## src/rtl/rr_req_collector.sv

```systemverilog
// Request collector ahead of the round-robin arbiter: per-source pending counters plus an
// IDLE/ISSUE/WAIT handshake. Define RR_REQ_OVF_STICKY_EN for sticky per-source overflow flags.
module rr_req_collector #(
  parameter int unsigned REQCNT   = 5,
  parameter int unsigned REQWIDTH = $clog2(REQCNT),
  parameter int unsigned DEPTH    = 4,
  parameter int unsigned CNTW     = $clog2(DEPTH + 1),
  parameter int unsigned TMO      = 8
) (
  input  logic                clk_i,
  input  logic                rst_n_i,
  input  logic [REQCNT-1:0]   strobe_i,
  input  logic [REQWIDTH-1:0] grant_num_i,
  input  logic                grant_val_i,
  output logic [REQCNT-1:0]   req_o,
  output logic                req_val_o,
  output logic                busy_o,
  output logic                tmo_o,
  output logic                gerr_o,
  output logic [REQCNT-1:0]   ovf_o,
  input  logic [REQCNT-1:0]   ovf_clr_i
);

  localparam int unsigned TW = (TMO > 1) ? $clog2(TMO) : 1;

  typedef enum logic [1:0] {StIdle, StIssue, StWait} state_e;

  state_e            state_q;
  logic [TW-1:0]     timer_q;
  logic [CNTW-1:0]   cnt_q [REQCNT];
  logic [CNTW-1:0]   cnt_d [REQCNT];
  logic [REQCNT-1:0] pend;
  logic [REQCNT-1:0] grant_oh;
  logic [REQCNT-1:0] dec;
  logic [REQCNT-1:0] ovf_ev;
  logic              grant_legal;

  // Out-of-range grant numbers never match a one-hot bit, so they are illegal by construction.
  always_comb begin
    pend     = '0;
    grant_oh = '0;
    for (int i = 0; i < int'(REQCNT); i++) begin
      pend[i]     = (cnt_q[i] != '0);
      grant_oh[i] = (grant_num_i == REQWIDTH'(i));
    end
  end

  assign grant_legal = (state_q == StWait) && grant_val_i && (|(grant_oh & req_o & pend));
  assign dec         = {REQCNT{grant_legal}} & grant_oh;

  always_comb begin
    ovf_ev = '0;
    for (int i = 0; i < int'(REQCNT); i++) begin
      cnt_d[i] = cnt_q[i];
      if (strobe_i[i] && !dec[i]) begin
        if (cnt_q[i] == CNTW'(DEPTH)) begin
          ovf_ev[i] = 1'b1;
        end else begin
          cnt_d[i] = cnt_q[i] + CNTW'(1);
        end
      end else if (dec[i] && !strobe_i[i]) begin
        cnt_d[i] = cnt_q[i] - CNTW'(1);
      end
    end
  end

  always_ff @(posedge clk_i) begin
    if (!rst_n_i) begin
      for (int i = 0; i < int'(REQCNT); i++) begin
        cnt_q[i] <= '0;
      end
    end else begin
      for (int i = 0; i < int'(REQCNT); i++) begin
        cnt_q[i] <= cnt_d[i];
      end
    end
  end

  always_ff @(posedge clk_i) begin
    if (!rst_n_i) begin
      state_q   <= StIdle;
      timer_q   <= '0;
      req_o     <= '0;
      req_val_o <= 1'b0;
      tmo_o     <= 1'b0;
      gerr_o    <= 1'b0;
    end else begin
      req_val_o <= 1'b0;
      tmo_o     <= 1'b0;
      gerr_o    <= 1'b0;
      unique case (state_q)
        StIdle: begin
          if (|pend) begin
            state_q   <= StIssue;
            req_o     <= pend;
            req_val_o <= 1'b1;
          end
        end
        StIssue: begin
          state_q <= StWait;
          timer_q <= '0;
        end
        StWait: begin
          // A grant on the final timer cycle takes priority over expiry.
          if (grant_val_i) begin
            state_q <= StIdle;
            gerr_o  <= !grant_legal;
          end else if (timer_q == TW'(TMO - 1)) begin
            state_q <= StIdle;
            tmo_o   <= 1'b1;
          end else begin
            timer_q <= timer_q + TW'(1);
          end
        end
        default: state_q <= StIdle;
      endcase
    end
  end

  assign busy_o = (state_q != StIdle);

`ifdef RR_REQ_OVF_STICKY_EN
  logic [REQCNT-1:0] ovf_q;

  always_ff @(posedge clk_i) begin
    if (!rst_n_i) begin
      ovf_q <= '0;
    end else begin
      ovf_q <= ovf_ev | (ovf_q & ~ovf_clr_i);
    end
  end

  assign ovf_o = ovf_q;
`else
  logic unused_ovf;
  assign unused_ovf = ^{ovf_ev, ovf_clr_i};
  assign ovf_o      = '0;
`endif

endmodule

```

## config.mk

```make
export PLATFORM = sky130hd
export DESIGN_NAME = rr_req_collector
export DESIGN_NICKNAME = d
export VERILOG_FILES = /design/src/rtl/rr_req_collector.sv
export SDC_FILE = /design/constraint.sdc
export NUM_CORES = 1
export LEC_CHECK = 0
export ABC_CLOCK_PERIOD_IN_PS = 2700
export CAP_MARGIN = 20
export CORE_MARGIN = 3
export CORE_UTILIZATION = 28
export CTS_CLUSTER_SIZE = 25
export DETAILED_ROUTE_END_ITERATION = 8
export MAX_ROUTING_LAYER = met4
export SYNTH_ARGS = -nofsm -noshare
export SYNTH_HDL_FRONTEND = slang
export SYNTH_SLANG_ARGS = --single-unit
```

## constraint.sdc

```tcl
create_clock -name clk_i -period 2.7 [get_ports clk_i]
set_clock_uncertainty 0.2 [all_clocks]
set_input_delay 0.405 -clock clk_i [delete_from_list [all_inputs] [get_ports clk_i]]
set_output_delay 0.405 -clock clk_i [all_outputs]
set_load 0.02 [all_outputs]
```

==> metrics.csv, run 1 <==
metric,value,unit
status,"complete, no violations",
grt-ovfl-total,0,
swShare,30.9,%
dp_hpwl,3290,um
p_per_area,510,nW/um^2
p_int,0.880,mW
drtIter0Drc,59,
first_pass_iters,4,
synth_edf_count,0,
combPwrFrac,34.7,%
cp.required,2730,ps
mostFrequentLayoutCells,"buf_4 (42), nand2_1 (32), nor2_1 (22), dfxtp_1 (22), clkdlybuf4s50_1 (16)",
final_layout_size_suffix_gt1_share,28.1,%
seq_area_frac_synth,31.2,%
num-nets-final,302,
fmax,0.383,GHz
area_growth,38.9,%
wl_per_cell,12.0,um
syn_inst,218,
yosys_register_bits,28,
synthTopCellsByArea,"dfxtp_1 (31%), nand2_1 (6.9%), fa_1 (5.6%)",
synth_cell_type_count,55,
peakVddDrop,232,uV
die_h,86.2,um
path_class,flop to flop,
synth_top_area_share,31.2,%
clkTransAtPathRegs,100,ps
relSlewSlack,63.2,%
min_from,timer_q[2],
hold_class,flop to flop,
dominantRegCellSynth,dfxtp_1,
routabilityCongestion,0.836,
power,1.27,mW
synth_area,1800,sq um
cts_tree,built,
antenna_left,0,
max_cap_viol_count,0,
worstPathArrival,2640,ps
die_area,7420,sq um
pwr-share-seq,38.9,%
clkLatencyLatePin,280,ps
grt_pass1_vias,1604,
finalCritPeriodShare,96.7,%
tightest_slew,551,ps
hold_slack,286,ps
fin_crit,2610,ps
core_area,6060,sq um
final_common_cell,buf_4,
final-setup-viol-count,0,
endpoint_kind,flop,
clock_sinks,28,
grt_pass1_wl,7170,um
grt_max_degree,17,
clockRootBuffer,clkbuf_8,
async_reset_ff_share,0,%
instances_no_fill,353,
fill_cells,611,
grt_usage,12.0,%
drc,0,
dp_cells,347,
p_clk_share,26.4,%
diodes,0,
hold_violations,0,
num_io_pins,30,
port_buffers,19,
die_w,86.2,um
syn_area_per_cell,8.25,sq um
netSwitchingPower,0.393,mW
vias,1714,
start_util,29.7,%
synth.largest_area_cell,dfxtp_1,
start_kind,flop,
antenna_found_initial,0,
num_rows,28,
r2r-start,cnt_q[0][0],
drv_slew,0,
crit_fanout,4,
leakage,1.04,nW
crit_start,cnt_q[0][0],
synth_warnings,0,
htreeDepth,1,
cts_made_buffers,3,
wl,4230,um
clock_path_buffers,2,
viasPerCell,4.86,
[registers in the layout (all words and copies together), names as in the netlist]
register	count
gerr_o	1
cnt_q	15
timer_q	3
tmo_o	1
req_val_o	1
req_o	5
state_q	2
[worst max-delay path, stage by stage, from the launching register on]
cell	delay, ps
dfxtp_1	320
or3_4	410
a32oi_4	320
a311o_1	270
nand2_1	90
fa_2	560
nand2_1	50
a211o_1	280
nand2_1	60
[through the flow]
stage	TNS [ps]	util, %	instance area [sq um]	worst slack (ps)
final	0	41.2	2500	88.2
after global routing	-9.19	41.2	2500	-9.19
after CTS	0	40.1	2430	9.62
after detailed placement	-4320	39.0	2360	-482
after global placement	-3850	39.0	2360	-462
after floorplan	0	-	1840	0.589
[synthesized netlist by cell type (3+ instances only)]
cell type / count
inv_1: 7
and2_1: 4
nor2_1: 22
a21oi_1: 13
nand2b_1: 8
or2_2: 5
nand2_1: 33
a211oi_1: 5
clkbuf_1: 3
o21ai_0: 4
a211o_1: 4
fa_1: 5
nand3_1: 10
or3_1: 3
buf_4: 5
mux2i_1: 6
dfxtp_1: 28
xnor2_1: 5
nor3_1: 7
[power by group through the flow]
| stage | Clock, mW | Combinational, mW | Sequential, mW |
|---|---|---|---|
| 3_5_place_dp | 0 | 0.424 | 0.502 |
| 5_1_grt | 0.363 | 0.492 | 0.503 |
| 4_1_cts | 0.348 | 0.426 | 0.493 |
| 6_report | 0.336 | 0.442 | 0.495 |
| 2_1_floorplan | 0 | 0.209 | 0.529 |
| 3_3_place_gp | 0 | 0.424 | 0.501 |
[cell type report]
class	instances	area [sq um]	area share (%)
clock buffer	3	41.3	1.65
inverter	7	26.3	1.05
multi-input combinational	177	1230	49.4
timing repair buffer	62	505	20.2
tap	75	93.8	3.76
clock inverter	1	30.0	1.20
sequential	28	568	22.7
[what timing repair did]
action	4_1_cts	5_1_grt
hold endpoints to repair	0	0
resized for setup	3	24
setup endpoints to repair	8	7
pin swaps	0	8
hold buffers	0	0
buffers inserted	0	2
[metal layers]
layer / global-route usage (%) / vias to the layer above / share of wire, %
li1: - / 900 / -
met1: 16.5 / 785 / 50
met2: 18.4 / 25 / 46
met3: 1.34 / 4 / 2.7
met4: 3.45 / 0 / 1.1
met5: - / - / 0
[kinds of logic (layout without fill, tap and decap cells)]
| group | count (synthesis) | after routing | share of synthesized area [%] |
|---|---|---|---|
| AND/OR/NAND/NOR | 103 | 103 | 28.3 |
| AO/OA/AOI/OAI | 48 | 48 | 20.8 |
| flip-flops | 28 | 28 | 31.2 |
| buffers and inverters | 17 | 73 | 5.08 |
| multiplexers | 8 | 8 | 4.59 |
| adder cells (fa/ha/maj) | 7 | 7 | 6.95 |
| XOR/XNOR | 6 | 6 | 2.92 |
| other | 1 | 5 | 0.208 |
[worst paths after layout]
check / slack, ps / end / cells after the start
worst max-delay path: 90 / cnt_q[0][7] / 8
worst min-delay path: 290 / timer_q[2] / 2
worst max register to register: 90 / cnt_q[0][7] / 8
worst min register to register: 290 / timer_q[2] / 2
Note: power is estimated with default switching activity, not from simulation.
==> run 2, diff against run 1 <==
--- a/config.mk
+++ b/config.mk
@@ -8,10 +8,11 @@
 export ABC_CLOCK_PERIOD_IN_PS = 2700
 export CAP_MARGIN = 20
 export CORE_MARGIN = 3
-export CORE_UTILIZATION = 28
+export CORE_UTILIZATION = 40
 export CTS_CLUSTER_SIZE = 25
 export DETAILED_ROUTE_END_ITERATION = 8
 export MAX_ROUTING_LAYER = met4
+export PLACE_DENSITY = 0.65
 export SYNTH_ARGS = -nofsm -noshare
 export SYNTH_HDL_FRONTEND = slang
 export SYNTH_SLANG_ARGS = --single-unit
==> run 2 against run 1 <==
Compared with the run above: clock-buffer cell count unchanged; global-route usage is 5.3 points higher; core utilization is 17 points higher.
==> metrics.csv, run 2 (synthesis gave the netlist of run 1 again) <==
metric,value,unit
status,"complete, no violations",
cp.required,2690,ps
power,1.27,mW
drv_slew,0,
area_growth,34.8,%
drtIter0Drc,48,
crit_slowest_cell,o32a_1,
fin_crit,2580,ps
port_buffers,19,
clock_sinks,28,
clock_path_buffers,2,
final_common_cell,buf_4,
fmax,0.387,GHz
num_io_pins,30,
finalCritPeriodShare,95.7,%
worst_slack,116,ps
instances_no_fill,325,
vias,1711,
endpoint_kind,flop,
cts_made_buffers,3,
cpLargestDelayFamily,compound AO/OA/AOI/OAI gates,
cpPeakStageDelay,420,ps
dp_slack,-452,ps
p_per_area,521,nW/um^2
wl_per_cell,12.8,um
core_area,4170,sq um
max_cap_viol_count,0,
grt_pass1_wl,7180,um
num_rows,23,
hold_slack,282,ps
grt_usage,17.3,%
grt_max_degree,17,
hold_violations,0,
routabilityCongestion,0.838,
dp_hpwl,3170,um
viasPerCell,5.26,
die_h,73.1,um
crit_fanout,6,
start_util,43.1,%
htreeDepth,1,
diodes,0,
cts_tree,built,
final_layout_size_suffix_gt1_share,24.7,%
relSlewSlack,66.8,%
grt_pass1_vias,1662,
hold_class,flop to flop,
peakVddDrop,342,uV
die_w,73.1,um
worstPathArrival,2570,ps
tightest_slew,493,ps
hold_buffers,0,
drc,0,
die_area,5340,sq um
antenna_left,0,
reg_top3,"cnt_q: 15 flops, req_o: 5 flops, timer_q: 3 flops",
final_util,58.1,%
first_pass_iters,4,
crit_buf_inv,3,
path_class,primary input to flop,
leakage,1.02,nW
dp_cells,320,
grt-ovfl-total,0,
final-setup-viol-count,0,
start_kind,primary input,
clockRootBuffer,clkbuf_8,
antenna_found_initial,0,
crit_chain,dlygate4sd2_1 > buf_4 > nand2_1 > o32a_1 > buf_4 > a211o_1 > nand2_1 > fa_1 > and2_1 > mux2i_1 > o32ai_1,
regMostFlops,cnt_q,
largest_reg_flops,15,
clkLatencyLatePin,280,ps
mostFrequentLayoutCells,"buf_4 (40), nand2_1 (33), dfxtp_1 (27), nor2_1 (22), clkdlybuf4s50_1 (16)",
clkTransAtPathRegs,100,ps
num-nets-final,299,
wl,4180,um
[run 2: cell types whose count changed in the layout (fill, tap and decap cells not counted), sizes merged]
cell / previous run / this run
buf: 43 / 40
[run 2: cell type report]
type                       count  area (sq um)
clock buffer                   3          41.3
clock inverter                 1          30.0
fill                         399          1750
inverter                       7          26.3
multi-input combinational    177          1220
sequential                    28           562
tap                           50          62.6
timing repair buffer          59           479
[run 2: where the power goes]
part           total, mW  internal, mW  leakage (nW)  switching (mW)
clock network      0.340         0.199        0.0357           0.142
registers          0.493         0.460         0.230          0.0335
logic              0.432         0.211         0.753           0.221
[run 2: final timing paths]
path / startpoint / end / slack [ps] / cells after the start
max: grant_num_i[2] / cnt_q[0][11] / 120 / 11
min: timer_q[2] / timer_q[2] / 280 / 2
max reg2reg: cnt_q[0][11] / cnt_q[0][11] / 150 / 9
min reg2reg: timer_q[2] / timer_q[2] / 280 / 2
[run 2: worst reg2reg max path, delay by kind of cell (launching register included)]
| kind | cells | cell delay [ps] |
|---|---|---|
| mux | 1 | 80 |
| fa+ha+maj | 1 | 210 |
| simple gates | 4 | 860 |
| compound gates | 2 | 550 |
| flops | 1 | 380 |
| buf+inv | 1 | 180 |
[run 2: metrics by stage]
step | TNS [ps] | cell area (sq um)
4_1_cts | 0 | 2390
6_report | 0 | 2430
3_5_place_dp | -4120 | 2320
3_3_place_gp | -3510 | 2320
5_1_grt | -6.24 | 2430
2_1_floorplan | 0 | 1840
[run 2: per-layer routing]
metal	vias up	GRT usage [%]	wire (um)	share of wire, %
met3	6	3.03	144	3.4
met2	24	28.7	1950	47
met5	-	-	0	0
li1	882	-	-	-
met4	0	4.30	61	1.5
met1	799	21.8	2020	48
[run 2: repair_timing]
item / CTS / global route
gates cloned: 0 / 0
resized for setup: 4 / 13
hold endpoints to repair: 0 / 0
pin swaps: 0 / 3
endpoints found under the setup margin: 8 / 5
setup buffers: 1 / 0
==> RTL change (config.mk and constraints of run 2) <==
The parameter `TMO` goes from 8 to 16.
--- a/src/rtl/rr_req_collector.sv
+++ b/src/rtl/rr_req_collector.sv
@@ -5,7 +5,7 @@
   parameter int unsigned REQWIDTH = $clog2(REQCNT),
   parameter int unsigned DEPTH    = 4,
   parameter int unsigned CNTW     = $clog2(DEPTH + 1),
-  parameter int unsigned TMO      = 8
+  parameter int unsigned TMO      = 16
 ) (
   input  logic                clk_i,
   input  logic                rst_n_i,
Formal check against the unedited RTL: same outputs for any inputs over 10 cycles, from zero or initial values and one cycle with rst_n_i low; that may be too few to reach the edited logic, so the function may still have changed.
==> RTL change against run 2 <==
- fmax decreased by 2.5%
- setup slack got worse by 65 ps
- sequential cell count increased by 1
- critical path type is now register to register
- first-iteration DRC count decreased by 2.1%
- combinational power increased by 24%
- power increased by 14%
- design area increased by 10%
- routed wire length increased by 5.8%
- synthesized area increased by 9.0%
==> RTL change: results (changes against run 2) <==
clockBufferDepth: 2  # unchanged
nets: 302  # +1.0%
post_drt_wl_per_cell_um: 12.8  # -0.62%
cts_buffers: 5  # +2
hold_class: "register to register"
port_buffers: 19  # unchanged
critPathMaxFanout: 5  # -1
grt_pass1_wl_um: 7770  # +8.3%
grt_pass1_vias: 1692  # +1.8%
htree_levels: 2  # +1
drtIter0Drc: 47  # -2.1%
insertion_delay_ps: 280  # about the same
place_ws_ps: -565  # -113 ps
num_antenna_cells: 0  # unchanged
slowest_stage: "fa_2"
dp_hpwl_um: 3360  # +6.2%
wl_um: 4420  # +5.8%
synth_cell_types: 62  # +13%
yosysSeqAreaShare_pct: 29.6  # -1.5 points
yosys-top-cells-area: "dfxtp_1 30%, fa_1 5.1%, nand2_1 4.2%"
grt_use_met3_pct: 3.31  # +0.28 points
gr-usage-met1_pct: 20.7  # -1.0 points
p_leak_uw: 0.00111  # +8.8%
start_util_pct: 43.2  # +0.12 points
worst_slew_pin_slew_ps: 608  # +114 ps
arrival_ps: 2650  # +80 ps
cts.clk_slew.worst_paths_ps: 70  # -30 ps
num-fill-cells: 395  # -1.0%
place_congestion: 0.874  # +4.2%
placed_cell_area_um2: 2530  # +9.3%
syn_inst: 217  # -0.46%
placed_cells: 335  # +4.7%
final-seq-area_um2: 584  # +4.0%
vdd_drop_max_v: 0.000252  # -26%
synth-async-reset-ratio_pct: 0  # unchanged
num_vias: 1782  # +4.1%
postCtsHoldBufs: 0  # unchanged
dr.pass1.iters: 4  # unchanged
grt.total_usage_pct: 16.5  # -0.81 points
netlist_top_cells_count: "29 x dfxtp_1, 22 x nand2_1, 16 x nor2_1"
cts_root_buf: "clkbuf_8"
drive_gt1_share_pct: 35.6  # +11 points
critical-path-top-delay-family: "simple AND/OR/NAND/NOR gates"
slowest_delay_ps: 530  # +110 ps
top_regs: "cnt_q x15, req_o x5, timer_q x4"
grt_max_degree: 19  # +2
synth_warnings: 0  # unchanged
antenna_found_initial: 0  # unchanged
globalRouteMet2Util_pct: 26.9  # -1.8 points
status: "finished clean"
## RTL change: logic make-up (layout without fill, tap and decap cells)
| family | after synthesis | in the layout | share of synthesized area [%] |
|---|---|---|---|
| flip-flops | 29 | 29 | 29.6 |
| multiplexers | 6 | 6 | 3.13 |
| other | 1 | 5 | 0.191 |
| XOR/XNOR | 5 | 5 | 2.23 |
| AND/OR/NAND/NOR | 86 | 86 | 27.6 |
| buffers and inverters | 24 | 84 | 5.81 |
| AO/OA/AOI/OAI | 60 | 60 | 25.7 |
| adder cells (fa/ha/maj) | 6 | 6 | 5.74 |
## RTL change: routing by layer
layer | share of wire [%] | vias to the layer above | wire length (um)
met5 | 0 | - | 0
met2 | 48 | 28 | 2100
met3 | 2.6 | 6 | 117
li1 | - | 919 | -
met4 | 1.3 | 0 | 59
met1 | 48 | 829 | 2140
## RTL change: worst paths after layout
kind                    start           to  slack, ps  cells after the start
hold reg to reg      req_o[3]     req_o[3]        290                      2
hold / removal       req_o[3]     req_o[3]        290                      2
setup reg to reg  cnt_q[0][1]  cnt_q[0][7]         50                     10
setup / recovery  cnt_q[0][1]  cnt_q[0][7]         50                     10
## RTL change: final cells by class
class	instances	area share, %
tap	65	3.04
sequential	29	21.8
clock inverter	1	0.187
clock buffer	7	3.60
inverter	11	1.54
timing repair buffer	65	19.4
multi-input combinational	168	50.4
## RTL change: power breakdown
part	switching [uW]	internal, uW	total, uW	leakage, uW
Sequential	35.6	479	514	0.000240
Combinational	264	271	535	0.000815
Clock	162	230	392	0.0000542
Total	462	980	1440	0.00111
## RTL change: repair_timing
action	CTS	global route
setup endpoints to repair	10	7
pin swaps	7	12
hold endpoints to repair	0	0
gates resized for setup	4	16
setup buffers	1	2
